### config.mk
export PLATFORM = sky130hd
export DESIGN_NAME = p_file_loader
export DESIGN_NICKNAME = d
export VERILOG_FILES = /design/src/rtl/p_file_loader.sv
export SDC_FILE = /design/constraint.sdc
export NUM_CORES = 1
export LEC_CHECK = 0
export BUFFER_PORTS_ARGS = -buffer_cell sky130_fd_sc_hd__buf_2
export CORE_MARGIN = 2
export CORE_UTILIZATION = 60
export CTS_BUF_LIST = sky130_fd_sc_hd__clkbuf_8
export CTS_CLUSTER_SIZE = 40
export DETAILED_ROUTE_END_ITERATION = 8
export PLACE_DENSITY = 0.82
export SYNTH_ARGS = -nofsm -noshare
export SYNTH_HDL_FRONTEND = slang
export SYNTH_SLANG_ARGS = --single-unit
### constraint.sdc
create_clock -name clk_sys -period 7.2 [get_ports clk_sys]
set_clock_uncertainty 0.15 [all_clocks]
set_input_delay 0.72 -clock clk_sys [delete_from_list [all_inputs] [get_ports clk_sys]]
set_output_delay 0.72 -clock clk_sys [all_outputs]
set_load 0.01 [all_outputs]
### src/rtl/p_file_loader.sv
// p_file_loader: streams a ZX81 .P image into RAM while holding the CPU off the bus
module p_file_loader #(
    parameter logic [15:0] LOAD_BASE = 16'h4009,
    parameter logic [15:0] ELINE_OFS = 16'h000B,
    parameter logic [15:0] RAM_TOP   = 16'h43FF
) (
    input  logic        clk_sys,
    input  logic        reset,
    input  logic        start,
    input  logic        abort,
    output logic        busrq_n,
    input  logic        busak_n,
    input  logic [7:0]  s_data,
    input  logic        s_valid,
    input  logic        s_last,
    output logic        s_ready,
    output logic        ld_sel,
    output logic [15:0] ld_a,
    output logic [7:0]  ld_din,
    output logic        ld_we,
    output logic        busy,
    output logic        done,
    output logic        error,
    output logic [15:0] byte_count
);
    typedef enum logic [2:0] {IDLE, REQ, LOAD, DRAIN, REL} state_t;

    state_t      state, state_nx;
    logic [15:0] len;
    logic [7:0]  eline_lo;
    logic        wr, set_err;

    // The accepted byte's image offset is byte_count, since every write advances it by one
    logic [15:0] addr, eline, len_eff;
    logic        addr_oob, hi_byte, eline_ok, last_off;
    assign addr     = LOAD_BASE + byte_count;
    assign addr_oob = addr > RAM_TOP;
    assign hi_byte  = byte_count == ELINE_OFS + 16'd1;
    assign eline    = {s_data, eline_lo};
    assign eline_ok = (eline > LOAD_BASE + ELINE_OFS + 16'd1) && (eline - 16'd1 <= RAM_TOP);
    assign len_eff  = hi_byte ? eline - LOAD_BASE : len;
    assign last_off = byte_count == len_eff - 16'd1;

    // State register
    always_ff @(posedge clk_sys or posedge reset) begin
        if (reset) state <= IDLE;
        else       state <= state_nx;
    end

    // Next state plus per-byte write/error decisions
    always_comb begin
        state_nx = state;
        wr       = 1'b0;
        set_err  = 1'b0;
        case (state)
            IDLE:  state_nx = start ? REQ : IDLE;
            REQ: begin
                if (abort) begin
                    state_nx = REL;
                    set_err  = 1'b1;
                end else if (!busak_n) state_nx = LOAD;
            end
            LOAD: begin
                if (abort) begin
                    state_nx = REL;
                    set_err  = 1'b1;
                end else if (s_valid) begin
                    if (addr_oob || (hi_byte && !eline_ok)) begin
                        set_err  = 1'b1;
                        state_nx = s_last ? REL : DRAIN;
                    end else begin
                        wr = 1'b1;
                        if (last_off) state_nx = s_last ? REL : DRAIN;
                        else if (s_last) begin
                            set_err  = 1'b1;
                            state_nx = REL;
                        end
                    end
                end
            end
            DRAIN: begin
                if (abort) begin
                    state_nx = REL;
                    set_err  = 1'b1;
                end else if (s_valid && s_last) state_nx = REL;
            end
            REL:     state_nx = busak_n ? IDLE : REL;
            default: state_nx = IDLE;
        endcase
    end

    // Bus and stream controls; ld_sel stays up while a final registered write drains out
    always_comb begin
        busrq_n = !(state == REQ || state == LOAD);
        s_ready = state == LOAD || state == DRAIN;
        ld_sel  = state == LOAD || ld_we;
        busy    = state != IDLE;
    end

    // Registered write port, length capture and status
    always_ff @(posedge clk_sys or posedge reset) begin
        if (reset) begin
            ld_we      <= 1'b0;
            ld_a       <= 16'h0000;
            ld_din     <= 8'h00;
            done       <= 1'b0;
            error      <= 1'b0;
            byte_count <= 16'h0000;
            len        <= 16'hFFFF;
            eline_lo   <= 8'h00;
        end else begin
            ld_we <= wr;
            done  <= state == REL && busak_n && !error;
            if (wr) begin
                ld_a       <= addr;
                ld_din     <= s_data;
                byte_count <= byte_count + 16'd1;
            end
            if (state == LOAD && s_valid && byte_count == ELINE_OFS) eline_lo <= s_data;
            if (state == LOAD && s_valid && hi_byte && eline_ok) len <= eline - LOAD_BASE;
            if (state == IDLE && start) begin
                error      <= 1'b0;
                byte_count <= 16'h0000;
                len        <= 16'hFFFF;
            end else if (set_err) error <= 1'b1;
        end
    end
endmodule

# Yosys cells after proc, flatten, opt, wreduce, memory -nomap -nowiden
# Cells that the tools add are included.
# totals
reg_bits	70
latch_bits	0
mem_bits_rw	0
romBits	0
in_bits	15
mem_count	0
# op_classes
n_addsub	5
multipliers	0
div_mod_pow	0
n_lt_le_gt_ge	3
eq_ne	11
shift	0
n_mux	31
bitwise	0
reduce_logical	24
# op_table
operator	n
$mux 16	5
$mux 3	11
$eq 16x4->1 const B	2
$gt 16x15->1 const B	2
$sub 16x1->16 const B	2
$add 15x16->16 const A	1
$add 16x1->16 const B	1
$eq 16x16->1	1
$le 16x15->1 const B	1
$sub 16x15->16 const B	1
$pmux 3 s5	1
$mux 1	13
$logic_and 1x1->1	10
$ne 3x3->1 const B	3
$eq 3x2->1 const B	2
$reduce_bool 2->1	3
$ne 5x5->1 const B	1
$logic_or 1x1->1	4
$reduce_and 4->1	1
$eq 3x1->1 const B	1
$eq 3x3->1 const B	1
$logic_not 1->1	3
$logic_not 3->1	1
$reduce_bool 3->1	1
other kinds (2)	2

# Longest topological paths before layout
# depth
ltp_word	12
depth_mapped	18
ltp_nobuf	15

# Worst setup path before layout
# OpenSTA, ideal clock, no wires.
# synth_path
path_kind	reg-to-reg
from	register byte_count[0]
to	register error
setup_time_ns	0.126
arrival_time_ns	4.084
required_time_ns	6.924
setup_slack_ns	2.840
path_stages_with_launch	18
path_buffers	3
path_cell_list	dfrtp_1 -> inv_1 -> ha_1 -> or4bb_1 -> or4_4 -> buf_6 -> buf_6 -> clkbuf_1 -> a21oi_1 -> ha_1 -> o21ai_0 -> a21oi_1 -> o21ai_0 -> o21ai_0 -> o2111ai_1 -> or4_1 -> o21ai_0 -> a21oi_1
# synth_via
elab_cells_between_ends	14
cone_classes	2 x add/sub; 1 x order compare; 2 x eq/ne; 6 x mux; 3 x reduce/logical
# synth_rtl
element	line	rtl
start: declaration	24	output logic [15:0] byte_count
start signal: assignment	117	byte_count <= byte_count + 16'd1;
$add 15x16->16	36	assign addr = LOAD_BASE + byte_count;
named net addr[0]	34	logic [15:0] addr, eline, len_eff;
$gt 16x15->1	37	assign addr_oob = addr > RAM_TOP;
$logic_or 1x1->1	68	if (addr_oob || (hi_byte && !eline_ok)) begin
$mux 1	68	
$mux 1	67	end else if (s_valid) begin
$mux 1	64	if (abort) begin
$pmux 1 s2	55	case (state)
$reduce_bool 2->1 (no source line)	-	
end signal: assignment	107	error <= 1'b0;
end signal: assignment	122	error <= 1'b0;
end signal: assignment	125	end else if (set_err) error <= 1'b1;
end: declaration	23	output logic error,
# The timed path passes the listed nets, and every way through them passes these cells.
# A chain may end at the register's enable or synchronous reset.

# Final worst setup path
# layout_path
from	register byte_count[3]
to	register state[1]
# layout_via
elab_chain_cells	9
elab_cells_between_ends	15
cone_classes	2 x add/sub; 1 x order compare; 3 x eq/ne; 6 x mux; 3 x reduce/logical
# layout_lines
element	line	rtl
$eq 16x4->1	38	assign hi_byte = byte_count == ELINE_OFS + 16'd1;
$mux 16	41	assign len_eff = hi_byte ? eline - LOAD_BASE : len;
$sub 16x1->16	42	assign last_off = byte_count == len_eff - 16'd1;
$eq 16x16->1	42	
$mux 3	73	if (last_off) state_nx = s_last ? REL : DRAIN;
$mux 3	68	
$mux 3	67	
$mux 3	64	
$pmux 3 s5	55	
end signal: assignment	47	else state <= state_nx;
end: declaration	28	state_t state, state_nx;
# Parallel ways exist; a longest one is shown, timed or not. The select of a mux whose other input is x is not followed.

==> flow_metrics.py <==
metrics = {
    "setup_path": {
        "cpPeakStageDelay_ns": 0.70,
        "required_ns": 7.30,
        "crit_path_max_fanout": 24,
        "cp_cell_sequence": "or3b_2, or4_4, a21oi_1, ha_1, o21ai_0, a21oi_1, o21ai_0, o21ai_0, o211ai_1, a2111oi_0, a211oi_1, nand3b_1",
        "crit_top_cell": "o21ai_0",
        "critPathKind": "flip-flop to flip-flop",
        "cp_num_buf_inv": 0,
        "end_kind": "flip-flop",
        "r2r_start": "byte_count[3]",
        "start_kind": "flip-flop",
        "reg2reg_slack_ns": 2.56,
        "slowest_stage": "dfrtp_1",
        "cp-startpoint": "byte_count[3]",
        "critPathArrivalTime_ns": 4.74,
        "path_delay_family": "compound AO/OA/AOI/OAI gates",
    },
    "floorplanning": {
        "die_area_mm2": 0.00916,
        "rows": 33,
        "die_w_um": 95.7,
        "dieHeight_um": 95.7,
        "num_io_pins": 62,
        "start_util_pct": 61.7,
        "coreArea_mm2": 0.00818,
    },
    "logic_synthesis": {
        "post-synth-top-count-cell": "dfrtp_1",
        "yosys-top-cells-area": "dfrtp_1, dfstp_2, mux2_2, xnor2_1, xor2_1",
        "synthCells": 574,
        "yosys.area.top_type_share_pct": 26.8,
        "synth-warning-count": 0,
        "syn_area_mm2": 0.00504,
        "synth.avg_cell_area_um2": 8.79,
        "yosysTopAreaCell": "dfrtp_1",
        "synth-async-reset-ratio_pct": 100,
        "yosysSeqAreaShare_pct": 35.1,
        "synth-seq-cells": 70,
        "synth_nets": 594,
        "synth-edff-count": 0,
        "ys_top_cells_by_count": "dfrtp_1, nor2_1, nand2_1, clkbuf_1, a21oi_1",
        "synth_cell_types": 67,
        "synth_ff_type": "dfrtp_1",
    },
    "pwr": {
        "internal_power_uw": 746,
        "leakage_uw": 0.00238,
        "power.switching_uw": 370,
        "p_per_area_mw_per_mm2": 202,
        "vdd_drop_max_mv": 0.147,
        "combPwrFrac_pct": 24.7,
        "sw_frac_of_total_pct": 33.2,
        "p_clk_share_pct": 30.3,
        "power_frac_seq_pct": 45.0,
    },
    "placement": {
        "io_buffers": 61,
        "dpl.hpwl_um": 9560,
        "gpl.final_weighted_congestion": 0.907,
    },
    "sta": {
        "slew_violations": 0,
        "setup_violations": 0,
        "fin_setup_tns_ns": 0,
        "hold_violations": 0,
        "slew_headroom_pct": 19.7,
        "fmax_mhz": 216,
        "finalCritPeriodShare_pct": 64.4,
        "holdWs_ns": 0.331,
        "final.min_clock_period_ns": 4.64,
        "rsz0062_at_grt": "no",
        "tightestPinTransition_ns": 1.20,
    },
    "route": {
        "final_antenna_net_count": 0,
        "wirelength_um": 13300,
        "routed-via-count": 4521,
        "drc": 0,
        "drt-pass1-iter-count": 5,
        "dr.first_iter.drc_count": 338,
        "vias_per_cell": 6.34,
        "wire_per_inst_um": 18.7,
    },
    "clocking": {
        "cts_made_buffers": 9,
        "ctsLongestPathBuffers": 2,
        "cts_htree_levels": 3,
        "cts_resized": 0,
        "cts_sinks": 70,
        "cts_root_buffer": "clkbuf_8",
        "tritoncts": "built",
        "path_clk_slew_ns": 0.08,
        "clkLatencyLatePin_ns": 0.36,
        "holdBufCountCts": 0,
        "cts_setup_buffers": 0,
    },
    "global_route": {
        "grt_pass1_vias": 4178,
        "track_usage_pct": 30.2,
        "grt-ovfl-total": 0,
        "grt_max_degree": 71,
        "antenna_found_initial": 0,
        "grt_pass1_wl_um": 21400,
    },
    "cells_and_area": {
        "drive_above_1_share_pct": 23.4,
        "syn2layout_area_growth_pct": 9.62,
        "layout.nets": 623,
        "nFillCells": 688,
        "diodes": 0,
    },
    "min_path": {
        "hp-start": "len[14]",
        "hold_class": "flip-flop to flip-flop",
    },
    "flow_run": {
        "cap_violations": 0,
    },
    "outcome": {
        "outcome": "complete, no violations",
    },
}
-- registers in the layout (all words and copies together) (netlist names) --
| register | count |
|---|---|
| len | 16 |
| ld_din | 8 |
| ld_a | 16 |
| state | 3 |
| error | 1 |
| byte_count | 16 |
| done | 1 |
| ld_we | 1 |
| eline_lo | 8 |
-- power groups by stage --
stage	combinational, uW	sequential [uW]	clock (uW)
floorplan	147	528	0
global placement	272	503	0
detailed placement	278	509	0
CTS	279	502	343
global route	305	510	359
finish	275	502	339
-- final cells by class --
type | instances | area, um2 | area share [%]
timing repair buffer | 64 | 328 | 5.93
clock inverter | 6 | 70.1 | 1.27
clock buffer | 10 | 138 | 2.49
sequential | 70 | 1770 | 32.0
tap | 105 | 131 | 2.38
multi-input combinational | 448 | 3050 | 55.2
inverter | 10 | 37.5 | 0.679
-- stage by stage --
| step | instance area (um2) | total power, uW | cells | setup WS, ns | util [%] |
|---|---|---|---|---|---|
| after floorplan | 5040 | 674 | 574 | 2.84 | - |
| after global placement | 5320 | 776 | 697 | 2.84 | 65.1 |
| after detailed placement | 5320 | 787 | 697 | 2.68 | 65.1 |
| after CTS | 5530 | 1120 | 713 | 2.66 | 67.6 |
| after global routing | 5530 | 1180 | 713 | 2.19 | 67.6 |
| final | 5530 | 1120 | 713 | 2.56 | 67.6 |
-- logic make-up (layout without fill, tap and decap cells) --
logic type / count (synthesis) / after routing / synth area share [%]
flip-flops: 70 / 70 / 35.1
AO/OA/AOI/OAI: 127 / 127 / 17.7
multiplexers: 36 / 36 / 7.69
AND/OR/NAND/NOR: 226 / 226 / 23.8
buffers and inverters: 56 / 90 / 4.76
adder cells (fa/ha/maj): 5 / 5 / 1.24
XOR/XNOR: 54 / 54 / 9.65
-- final timing paths --
path,endpoint,depth (start not counted)
worst min-delay path,len[14],2
worst max-delay path,state[1],12
min in group asynchronous,ld_a[3],3
worst min register to register,len[14],2
max in group asynchronous,eline_lo[5],3
worst max register to register,state[1],12
-- layer usage --
layer / wire length, um / part of all wire, % / track usage (%)
met1: 5850 / 44 / 40.5
met3: 726 / 5.4 / 4.62
met2: 6490 / 49 / 49.9
met4: 261 / 2.0 / 10.1
met5: 0 / 0 / 0
-- cell usage in the layout, fill, tap and decap left out, types with 3 or more instances in the layout --
master and count:
nand3_1 23, a21oi_1 29, nor4_1 8, ha_1 5, xnor2_1 28, o22ai_1 3
or4_4 3, clkbuf_8 10, nand3b_1 4, clkinvlp_4 3, mux2_2 22, nor3_1 21
buf_4 3, or2_2 7, nor2_1 49, a211oi_1 4, nand2_1 42, mux2i_1 14
and3_1 7, o21a_1 7, nor4b_1 5, a31oi_1 5, inv_1 9, buf_2 61
and2_1 3, o31ai_1 7, nor2b_1 8, o211ai_1 13, xor2_1 25, dfstp_2 16
nand2b_1 9, dfrtp_1 54, o21ai_0 28, or4_1 4, a2111oi_0 3, nand4_1 11
or3_1 11
-- worst reg2reg max path: stages, from the launching register on --
cell and delay [ns]:
dfrtp_1 0.70, or3b_2 0.56, or4_4 0.67, a21oi_1 0.21, ha_1 0.24, o21ai_0 0.10
a21oi_1 0.28, o21ai_0 0.28, o21ai_0 0.32, o211ai_1 0.13, a2111oi_0 0.57, a211oi_1 0.14
nand3b_1 0.18
Power figures use the tool's default switching activity.
